### src/rtl/activation_grad_stream.sv
// Two-stage streaming backward pass for relu / leaky / hardtanh / sigmoid.
// Define ACT_GRAD_SAT_EN to clamp sigmoid overflow (else wrap, out_sat=0).
module activation_grad_stream #(
    parameter int WIDTH                = 8,
    parameter int DECIMAL_POINT        = 6,
    parameter int NEGATIVE_SLOPE_SHIFT = 5
) (
    input  logic                    iClk,
    input  logic                    iRst,
    input  logic                    clr,
    input  logic [1:0]              mode,
    input  logic signed [WIDTH-1:0] fwd_data,
    input  logic signed [WIDTH-1:0] grad_in,
    input  logic                    in_valid,
    output logic                    in_ready,
    output logic signed [WIDTH-1:0] grad_out,
    output logic                    out_valid,
    input  logic                    out_ready,
    output logic                    out_sat,
    output logic [15:0]             beat_cnt
);

    localparam int PW = 2 * WIDTH + 2;
    localparam logic signed [PW-1:0] ONE = PW'(1 <<< DECIMAL_POINT);
    localparam logic signed [PW-1:0] HI  = PW'((1 <<< (WIDTH - 1)) - 1);
    localparam logic signed [PW-1:0] LO  = -HI - PW'(1);

    typedef enum logic [1:0] {
        M_RELU  = 2'd0,
        M_LEAKY = 2'd1,
        M_HTANH = 2'd2,
        M_SIGM  = 2'd3
    } mode_e;

    // Returns {overflow_flag, value reduced to WIDTH bits}.
    function automatic logic [WIDTH:0] reduce(input logic signed [PW-1:0] v);
`ifdef ACT_GRAD_SAT_EN
        if (v > HI)
            return {1'b1, HI[WIDTH-1:0]};
        else if (v < LO)
            return {1'b1, LO[WIDTH-1:0]};
        else
            return {1'b0, v[WIDTH-1:0]};
`else
        return {1'b0, v[WIDTH-1:0]};
`endif
    endfunction

    logic                    s1_vld_q;
    mode_e                   s1_mode_q;
    logic signed [WIDTH-1:0] s1_x_q;
    logic signed [WIDTH-1:0] s1_g_q;
    logic signed [WIDTH-1:0] s1_d_q;
    logic                    s1_dsat_q;

    logic                    out_valid_q;
    logic signed [WIDTH-1:0] grad_q;
    logic                    sat_q;
    logic [15:0]             cnt_q;

    logic                    adv;
    logic signed [PW-1:0]    y_w;
    logic signed [PW-1:0]    d_prod;
    logic [WIDTH:0]          d_red;
    logic signed [WIDTH-1:0] s1_d_d;
    logic                    s1_dsat_d;

    logic signed [PW-1:0]    g_w;
    logic signed [PW-1:0]    dd_w;
    logic signed [PW-1:0]    x_w;
    logic signed [PW-1:0]    gd_prod;
    logic [WIDTH:0]          gd_red;
    logic signed [WIDTH-1:0] grad_d;
    logic                    sat_d;

    assign adv       = !out_valid_q || out_ready;
    assign in_ready  = adv;
    assign out_valid = out_valid_q;
    assign grad_out  = grad_q;
    assign out_sat   = sat_q;
    assign beat_cnt  = cnt_q;

    // Sigmoid derivative y*(1-y) formed in stage 1.
    always_comb begin
        y_w       = PW'(fwd_data);
        d_prod    = (y_w * (ONE - y_w)) >>> DECIMAL_POINT;
        d_red     = reduce(d_prod);
        s1_d_d    = d_red[WIDTH-1:0];
        s1_dsat_d = d_red[WIDTH];
    end

    always_comb begin
        g_w     = PW'(s1_g_q);
        dd_w    = PW'(s1_d_q);
        x_w     = PW'(s1_x_q);
        gd_prod = (g_w * dd_w) >>> DECIMAL_POINT;
        gd_red  = reduce(gd_prod);
        grad_d  = '0;
        sat_d   = 1'b0;
        unique case (s1_mode_q)
            M_RELU:
                grad_d = s1_x_q[WIDTH-1] ? '0 : s1_g_q;
            M_LEAKY:
                grad_d = s1_x_q[WIDTH-1] ?
                         (s1_g_q >>> NEGATIVE_SLOPE_SHIFT) : s1_g_q;
            M_HTANH:
                grad_d = (x_w >= -ONE && x_w <= ONE) ? s1_g_q : '0;
            M_SIGM: begin
                grad_d = gd_red[WIDTH-1:0];
                sat_d  = gd_red[WIDTH] | s1_dsat_q;
            end
            default: ;
        endcase
    end

    always_ff @(posedge iClk or posedge iRst) begin
        if (iRst) begin
            s1_vld_q    <= 1'b0;
            s1_mode_q   <= M_RELU;
            s1_x_q      <= '0;
            s1_g_q      <= '0;
            s1_d_q      <= '0;
            s1_dsat_q   <= 1'b0;
            out_valid_q <= 1'b0;
            grad_q      <= '0;
            sat_q       <= 1'b0;
            cnt_q       <= '0;
        end else if (clr) begin
            s1_vld_q    <= 1'b0;
            out_valid_q <= 1'b0;
            cnt_q       <= '0;
        end else begin
            if (adv) begin
                s1_vld_q    <= in_valid;
                s1_mode_q   <= mode_e'(mode);
                s1_x_q      <= fwd_data;
                s1_g_q      <= grad_in;
                s1_d_q      <= s1_d_d;
                s1_dsat_q   <= s1_dsat_d;
                out_valid_q <= s1_vld_q;
                grad_q      <= grad_d;
                sat_q       <= sat_d;
            end
            if (out_valid_q && out_ready)
                cnt_q <= cnt_q + 16'd1;
        end
    end

endmodule

### config.mk
export PLATFORM = sky130hd
export DESIGN_NAME = activation_grad_stream
export DESIGN_NICKNAME = d
export VERILOG_FILES = /design/src/rtl/activation_grad_stream.sv
export SDC_FILE = /design/constraint.sdc
export NUM_CORES = 1
export LEC_CHECK = 0
export BUFFER_PORTS_ARGS = -buffer_cell sky130_fd_sc_hd__buf_2
export CAP_MARGIN = 15
export CORE_ASPECT_RATIO = 0.9
export CORE_UTILIZATION = 30
export CTS_BUF_LIST = sky130_fd_sc_hd__clkbuf_8
export DETAILED_ROUTE_END_ITERATION = 8
export SKIP_LAST_GASP = 1
export SYNTH_ARGS = -nofsm -noshare
export SYNTH_HDL_FRONTEND = slang
export SYNTH_SLANG_ARGS = --single-unit
export TNS_END_PERCENT = 5
### constraint.sdc
create_clock -name iClk -period 8.43 [get_ports iClk]
set_input_delay 1.2645 -clock iClk [delete_from_list [all_inputs] [get_ports iClk]]
set_output_delay 1.2645 -clock iClk [all_outputs]
set_load 0.005 [all_outputs]
==> results of run 1 <==
## cell families after synthesis
logic type               synth area share
adder cells (fa/ha/maj)            0.3726
AND/OR/NAND/NOR                    0.1993
buffers and inverters             0.09994
XOR/XNOR                          0.05522
flip-flops                         0.1883
multiplexers                     0.001449
AO/OA/AOI/OAI                     0.08257
other                           0.0005427
## cell type report
type / instances / area, sq um / share of cell area
Multi-Input combinational cell: 557 / 4927 / 0.6560
Sequential cell: 52 / 1301 / 0.1732
Inverter: 149 / 559.3 / 0.07446
Tap cell: 297 / 371.6 / 0.04948
Timing Repair Buffer: 50 / 255.2 / 0.03398
Clock buffer: 5 / 68.82 / 0.009162
Clock inverter: 3 / 27.53 / 0.003665
## worst paths after layout
| path | from | end |
|---|---|---|
| worst min register to register | s1_x_q[3] | s1_x_q[3] |
| worst max register to register | s1_g_q[3] | grad_out[7] |
| worst min-delay path | s1_x_q[3] | s1_x_q[3] |
| min in group asynchronous | iRst | beat_cnt[8] |
| worst max-delay path | fwd_data[0] | s1_d_q[7] |
| max in group asynchronous | iRst | grad_out[4] |
## synthesized netlist by cell type (all sizes together), types with 3 or more instances
library cell  instances  share of area
a21oi                31          0.022
nand3                 5         0.0036
dfrtp                52           0.19
and2                 53          0.048
nor3                  9         0.0080
or2                   3         0.0027
nand4                 3         0.0027
o21ai                22          0.016
buf                   5         0.0049
o21bai                3         0.0033
clkbuf               26          0.014
and3                  7         0.0063
o21a                  3         0.0033
o22ai                 3         0.0027
ha                   57           0.10
nand2b               20          0.018
o31ai                 4         0.0051
a211oi                8         0.0094
nor2                 39          0.021
fa                   93           0.27
inv                 148          0.080
xor2                 17          0.022
xnor2                24          0.030
nor3b                 4         0.0043
or3                   5         0.0045
nand2               103          0.056
nor2b                20          0.018
## worst max-delay path, cell delays in order
cell and delay, ps:
buf_2 200, clkinv_1 270, ha_1 320, nor3b_1 150, ha_1 360, nor2b_1 180, fa_1 460, fa_1 520
fa_1 540, inv_1 50, fa_1 520, inv_1 40, ha_1 340, a21oi_1 160, o21ai_1 110, or3_1 310
o21ai_0 190, xnor2_1 140, o21ai_1 70
## metal layers
layer / vias up / part of all wire / GRT usage
met5: - / 0 / 0
met4: 0 / 0.015 / 0.04151
met3: 10 / 0.032 / 0.01168
met2: 93 / 0.46 / 0.2150
met1: 2437 / 0.49 / 0.1889
li1: 2466 / - / -
## power by group
part / internal (uW) / switching, uW
registers: 296 / 79.6
logic: 1040 / 1290
clock network: 61.2 / 97.3
## stage by stage
| stage | setup slack (ps) | cells |
|---|---|---|
| after floorplan | 2540 | 789 |
| after global placement | 2156 | 1105 |
| after detailed placement | 2043 | 1105 |
| after CTS | 2408 | 1113 |
| after global routing | 2031 | 1113 |
| final | 2413 | 1113 |
## state kept, by name, indices dropped and copies added, names as in the netlist
name and flops:
s1_d_q 8, s1_g_q 8, s1_x_q 8, s1_mode_q 2, grad_out 8, beat_cnt 16, out_valid 1, s1_vld_q 1
==> key figures, run 1 <==
Synthesis
  • Mapped Cells: 788
  • Ys async rst share: 1.000
  • Mapped Area: about 6900 sq um
  • Synth Flop Type: dfrtp_1
  • Post-synth cell types: 53
  • FF+latch count, synth: 52
  • Yosys warnings: 0
  • EDFF count, synth: 0
  • Synth Area per Inst: 8.770 sq um
  • Sequential share of the synthesized area: 0.1883

Setup path
  • CP Max Fanout: 12
  • Critical path data arrival time: 6200 ps
  • CP Launch Type: input pin
  • Crit Path Class: in -> reg
  • R2R Setup Slk: 3530 ps
  • Cells on worst reg2reg path: 16
  • Req. time, crit path: 8620 ps
  • Critical Path End Type: flip-flop

CTS
  • CTS tree: done
  • Resized cells post-CTS: 0
  • Clk slew on worst S/H paths: 110 ps
  • Post-CTS setup buffers: 0
  • # clock sinks: 52
  • Hold-fix buffer count after cts: 0
  • H-tree Lvls: 2
  • Clock buffer depth: 2
  • Root buffer selected by CTS: clkbuf_8
  • Clock Latency Late Sink: 330 ps
  • TritonCTS buffer count: 5

Floorplanning
  • Initial Util: 0.3070
  • Chip Height: 146.0 microns
  • # rows: between 50 and 60
  • Die area: 23650 sq um
  • Core area: 22510 sq um
  • IO Count: 50
  • Die Span X: 162.0 microns

Timing
  • Final Max Tran Viols: 0
  • Layout Skew: 7.783 ps
  • Slew @ Worst Pin: ~1000 ps
  • Final period util: 0.7138
  • Min Tclk post-route: approximately 6000 ps
  • Final hold violation count: 0
  • Fin Hold WS: 490.4 ps
  • Unrepaired setup endpoints after global routing: false
  • # setup viols final: 0
  • Slew HR: 0.3232
  • Setup TNS: 0 ps
  • F_max: 166.2 MHz

Drt
  • Detail Route Antenna Nets: 0
  • First-pass DRT Iterations: 4
  • Drt first-iter violations: around 330
  • # DRC: 0
  • Final WL: 14570 microns
  • Via count: ~5k
  • Vias per inst: 4.498
  • WL/cell: about 13 microns

Final layout
  • Most common cell after layout, fill and taps aside: inv_1
  • Commonest cells after routing, fill and taps aside: inv_1 (146), nand2_1 (103), fa_1 (93)
  • Antenna cells: 0
  • Fill count: 2357
  • Layout cells sized above 1: 0.08701
  • Post-route cell area: 7511 sq um
  • Final Net Count: 988
  • Final core utilization: 0.3336
  • Area grow syn2layout: 8.691%

Global route
  • Largest net degree at the start of global routing: 53
  • Initial antenna violation count: 0
  • First-pass GRT wire length: 25240 microns
  • GRT Util Overall: 0.1335
  • Grt total ovfl: 0
  • Vias in the first global route: 5085

Pwr
  • Max VDD drop: between 0.2 and 0.3 mV
  • Overall power: approximately 2900 uW
  • LEAKAGE: 0.003677 uW
  • Power density cells: 380.9 nW/um^2

Flow run
  • Max-Cap Viols: 0

Place
  • PortBufs: 48
  • Gpl congestion: 0.8226
  • Final HPWL DP: 11680 microns
  • DP Area: 7415 sq um

Run status
  • Outcome: finished, final reports clean

Worst hold path
  • Hold WC Path Type: reg -> reg
  • WHS Path Cells: 2
Note: power is estimated with default switching activity, not from simulation.
==> run 2, diff against run 1 <==
- clock period: 8.43 -> 5.7 ns (I/O delays scaled with it)
==> key figures, run 2 (synthesis results as in run 1) <==
Timing
  • Final period util: 0.9201
  • F_max: roughly 190 MHz
  • Layout Skew: 15.58 ps (was 7.783 ps)
  • Final hold violation count: 0 (unchanged)
  • Slew @ Worst Pin: 1018 ps (was 1015 ps)
  • Setup TNS: 0 ps (unchanged)
  • Final Max Tran Viols: 0 (unchanged)
  • # setup viols final: 0 (unchanged)
  • Unrepaired setup endpoints after global routing: false (unchanged)
  • Slew HR: 0.3211 (was 0.3232)
  • Final setup margin: 455.6 ps (was 2413 ps)
  • Min Tclk post-route: 5244 ps

Pwr
  • Sequential power share: 0.126 (was 0.131)
  • Int Power: 2149 uW (was 1397 uW)
  • Max VDD drop: 0.3542 mV (was 0.2913 mV)
  • Net switching power: 2204 uW (was 1464 uW)
  • Clock Power Share: 0.063 (was 0.055)
  • Combinational fraction of design power: 0.811 (was 0.813)
  • Sw frac: 0.5064 (was 0.5117)
  • LEAKAGE: 0.003774 uW (was 0.003677 uW)
  • Power density cells: 568.5 nW/um^2 (was 380.9 nW/um^2)

Global route
  • Initial antenna violation count: 0 (unchanged)
  • Grt total ovfl: 0 (unchanged)
  • Grt met1 use: 0.1821 (was 0.1889)
  • Met2 Use GR: 0.2225 (was 0.2150)
  • First-pass GRT wire length: 25310 microns (was 25240 microns)
  • Vias in the first global route: 5218 (was 5085)
  • GR Util met3: 0.01282 (was 0.01168)
  • Grt peak-use layer: met2 (unchanged)
  • Largest net degree at the start of global routing: 53 (unchanged)
  • GRT Util Overall: 0.1327 (was 0.1335)

Setup path
  • CP Launch Type: input pin (unchanged)
  • Worst Setup SP: fwd_data[1] (was fwd_data[0])
  • Critical Path End Type: flip-flop (unchanged)
  • Cells on worst reg2reg path: 16 (unchanged)
  • CP Max Fanout: 8 (was 12)
  • Critical Path Sink: s1_d_q[7] (unchanged)
  • Req. time, crit path: 5880 ps (was 8620 ps)
  • Critical path data arrival time: 5430 ps (was 6200 ps)
  • R2R Setup Slk: 790 ps (was 3530 ps)
  • Crit Path Class: in -> reg (unchanged)
  • Reg2reg start: s1_g_q[4] (was s1_g_q[3])
  • Reg2reg end: grad_out[7] (unchanged)

Drt
  • WL/cell: 13.16 microns (was 13.09 microns)
  • Vias per inst: 4.464 (was 4.498)
  • Final WL: 14870 microns (was 14570 microns)
  • Via count: 5044 (was 5006)
  • Drt first-iter violations: 204 (was 332)
  • First-pass DRT Iterations: 4 (unchanged)
  • Detail Route Antenna Nets: 0 (unchanged)
  • # DRC: 0 (unchanged)

Final layout
  • Area grow syn2layout: 10.81% (was 8.691%)
  • Final core utilization: 0.3402 (was 0.3336)
  • Post-route cell area: 7657 sq um (was 7511 sq um)
  • Final Net Count: 1005 (was 988)
  • Layout cells sized above 1: 0.1056 (was 0.08701)
  • Most common cell after layout, fill and taps aside: inv_1 (unchanged)
  • Max reg flops: 16 (unchanged)
  • Post-route insts no fill: 1130 (was 1113)
  • Antenna cells: 0 (unchanged)
  • Fill count: 2396 (was 2357)
  • Commonest cells after routing, fill and taps aside: inv_1 (146), nand2_1 (103), fa_1 (93) (unchanged)

CTS
  • TritonCTS buffer count: 5 (unchanged)
  • Clk slew on worst S/H paths: 110 ps (about the same)
  • # clock sinks: 52 (unchanged)
  • Resized cells post-CTS: 0 (unchanged)
  • H-tree Lvls: 2 (unchanged)
  • Post-CTS setup buffers: 0 (unchanged)
  • Clock buffer depth: 2 (unchanged)
  • Root buffer selected by CTS: clkbuf_8 (unchanged)
  • Hold-fix buffer count after cts: 0 (unchanged)
  • Clock Latency Late Sink: 330 ps (about the same)
  • CTS tree: done (unchanged)

Place
  • Gpl congestion: 0.7946 (was 0.8226)
  • Post-Place Worst Slack: 91.76 ps (was 2043 ps)
  • PortBufs: 48 (unchanged)
  • Placed insts: 1122 (was 1105)
  • DP Area: 7542 sq um (was 7415 sq um)
  • Final HPWL DP: 11910 microns (was 11680 microns)

Floorplanning
  • Die area: 23650 sq um (unchanged)
  • IO Count: 50 (unchanged)
  • Core area: 22510 sq um (unchanged)
  • # rows: 52 (unchanged)
  • Die Span X: 162.0 microns (unchanged)
  • Chip Height: 146.0 microns (unchanged)
  • Initial Util: 0.3070 (unchanged)

Run status
  • Outcome: finished, final reports clean (unchanged)

Worst hold path
  • Hold WC Path Type: reg -> reg (unchanged)
  • WHS Path Cells: 2 (unchanged)

Flow run
  • Max-Cap Viols: 0 (unchanged)
run 2: changes by cell type in the layout (fill, tap and decap cells not counted), sizes merged:
cell	delta
buf	+17
clkinvlp	-1
bufinv	+1
run 2: worst min path at each step:
stage                   start   endpoint
floorplan           s1_x_q[5]  s1_x_q[5]
global placement    s1_x_q[4]  s1_x_q[4]
detailed placement  s1_x_q[4]  s1_x_q[4]
CTS                 s1_x_q[4]  s1_x_q[4]
global route        s1_x_q[0]  s1_x_q[0]
finish              s1_x_q[4]  s1_x_q[4]
run 2: final cells by class:
class / count / area [sq um] / area share
Inverter: 149 / 559.3 / 0.07304
Tap cell: 297 / 371.6 / 0.04853
Clock buffer: 5 / 68.82 / 0.008987
Multi-Input combinational cell: 557 / 4927 / 0.6435
Sequential cell: 52 / 1301 / 0.1699
Timing Repair Buffer: 67 / 382.9 / 0.05000
Clock inverter: 3 / 46.29 / 0.006046
run 2: power by group through the flow:
stage	clock network [uW]	logic (uW)	registers, uW
3_3_place_gp	0	3470	558
5_1_grt	300	4070	563
3_5_place_dp	0	3550	559
2_1_floorplan	0	2900	488
6_report	274	3530	549
4_1_cts	287	3580	550
run 2: routing by layer:
| layer | vias to the layer above | wire (microns) |
|---|---|---|
| met1 | 2471 | 7478 |
| met2 | 57 | 6873 |
| met3 | 11 | 304 |
| met4 | 0 | 209 |
| met5 | - | 0 |
| li1 | 2505 | - |
run 2: stage by stage:
step	hold WS, ps	power, uW
finish	484.2	4353
global route	511.7	4937
CTS	493.3	4417
detailed placement	463.6	4110
global placement	459.0	4030
floorplan	446.7	3388
run 2: worst max-delay path, stage by stage:
cell and delay, ps:
buf_2 150, inv_1 80, ha_1 190, nand3b_1 130, ha_1 340, nand2b_1 180, fa_1 500, inv_1 50
fa_1 470, fa_1 540, inv_1 50, fa_1 530, inv_1 40, ha_1 340, a21oi_1 160, o21ai_1 110
or3_1 310, o21ai_0 190, xnor2_1 140, o21ai_1 70
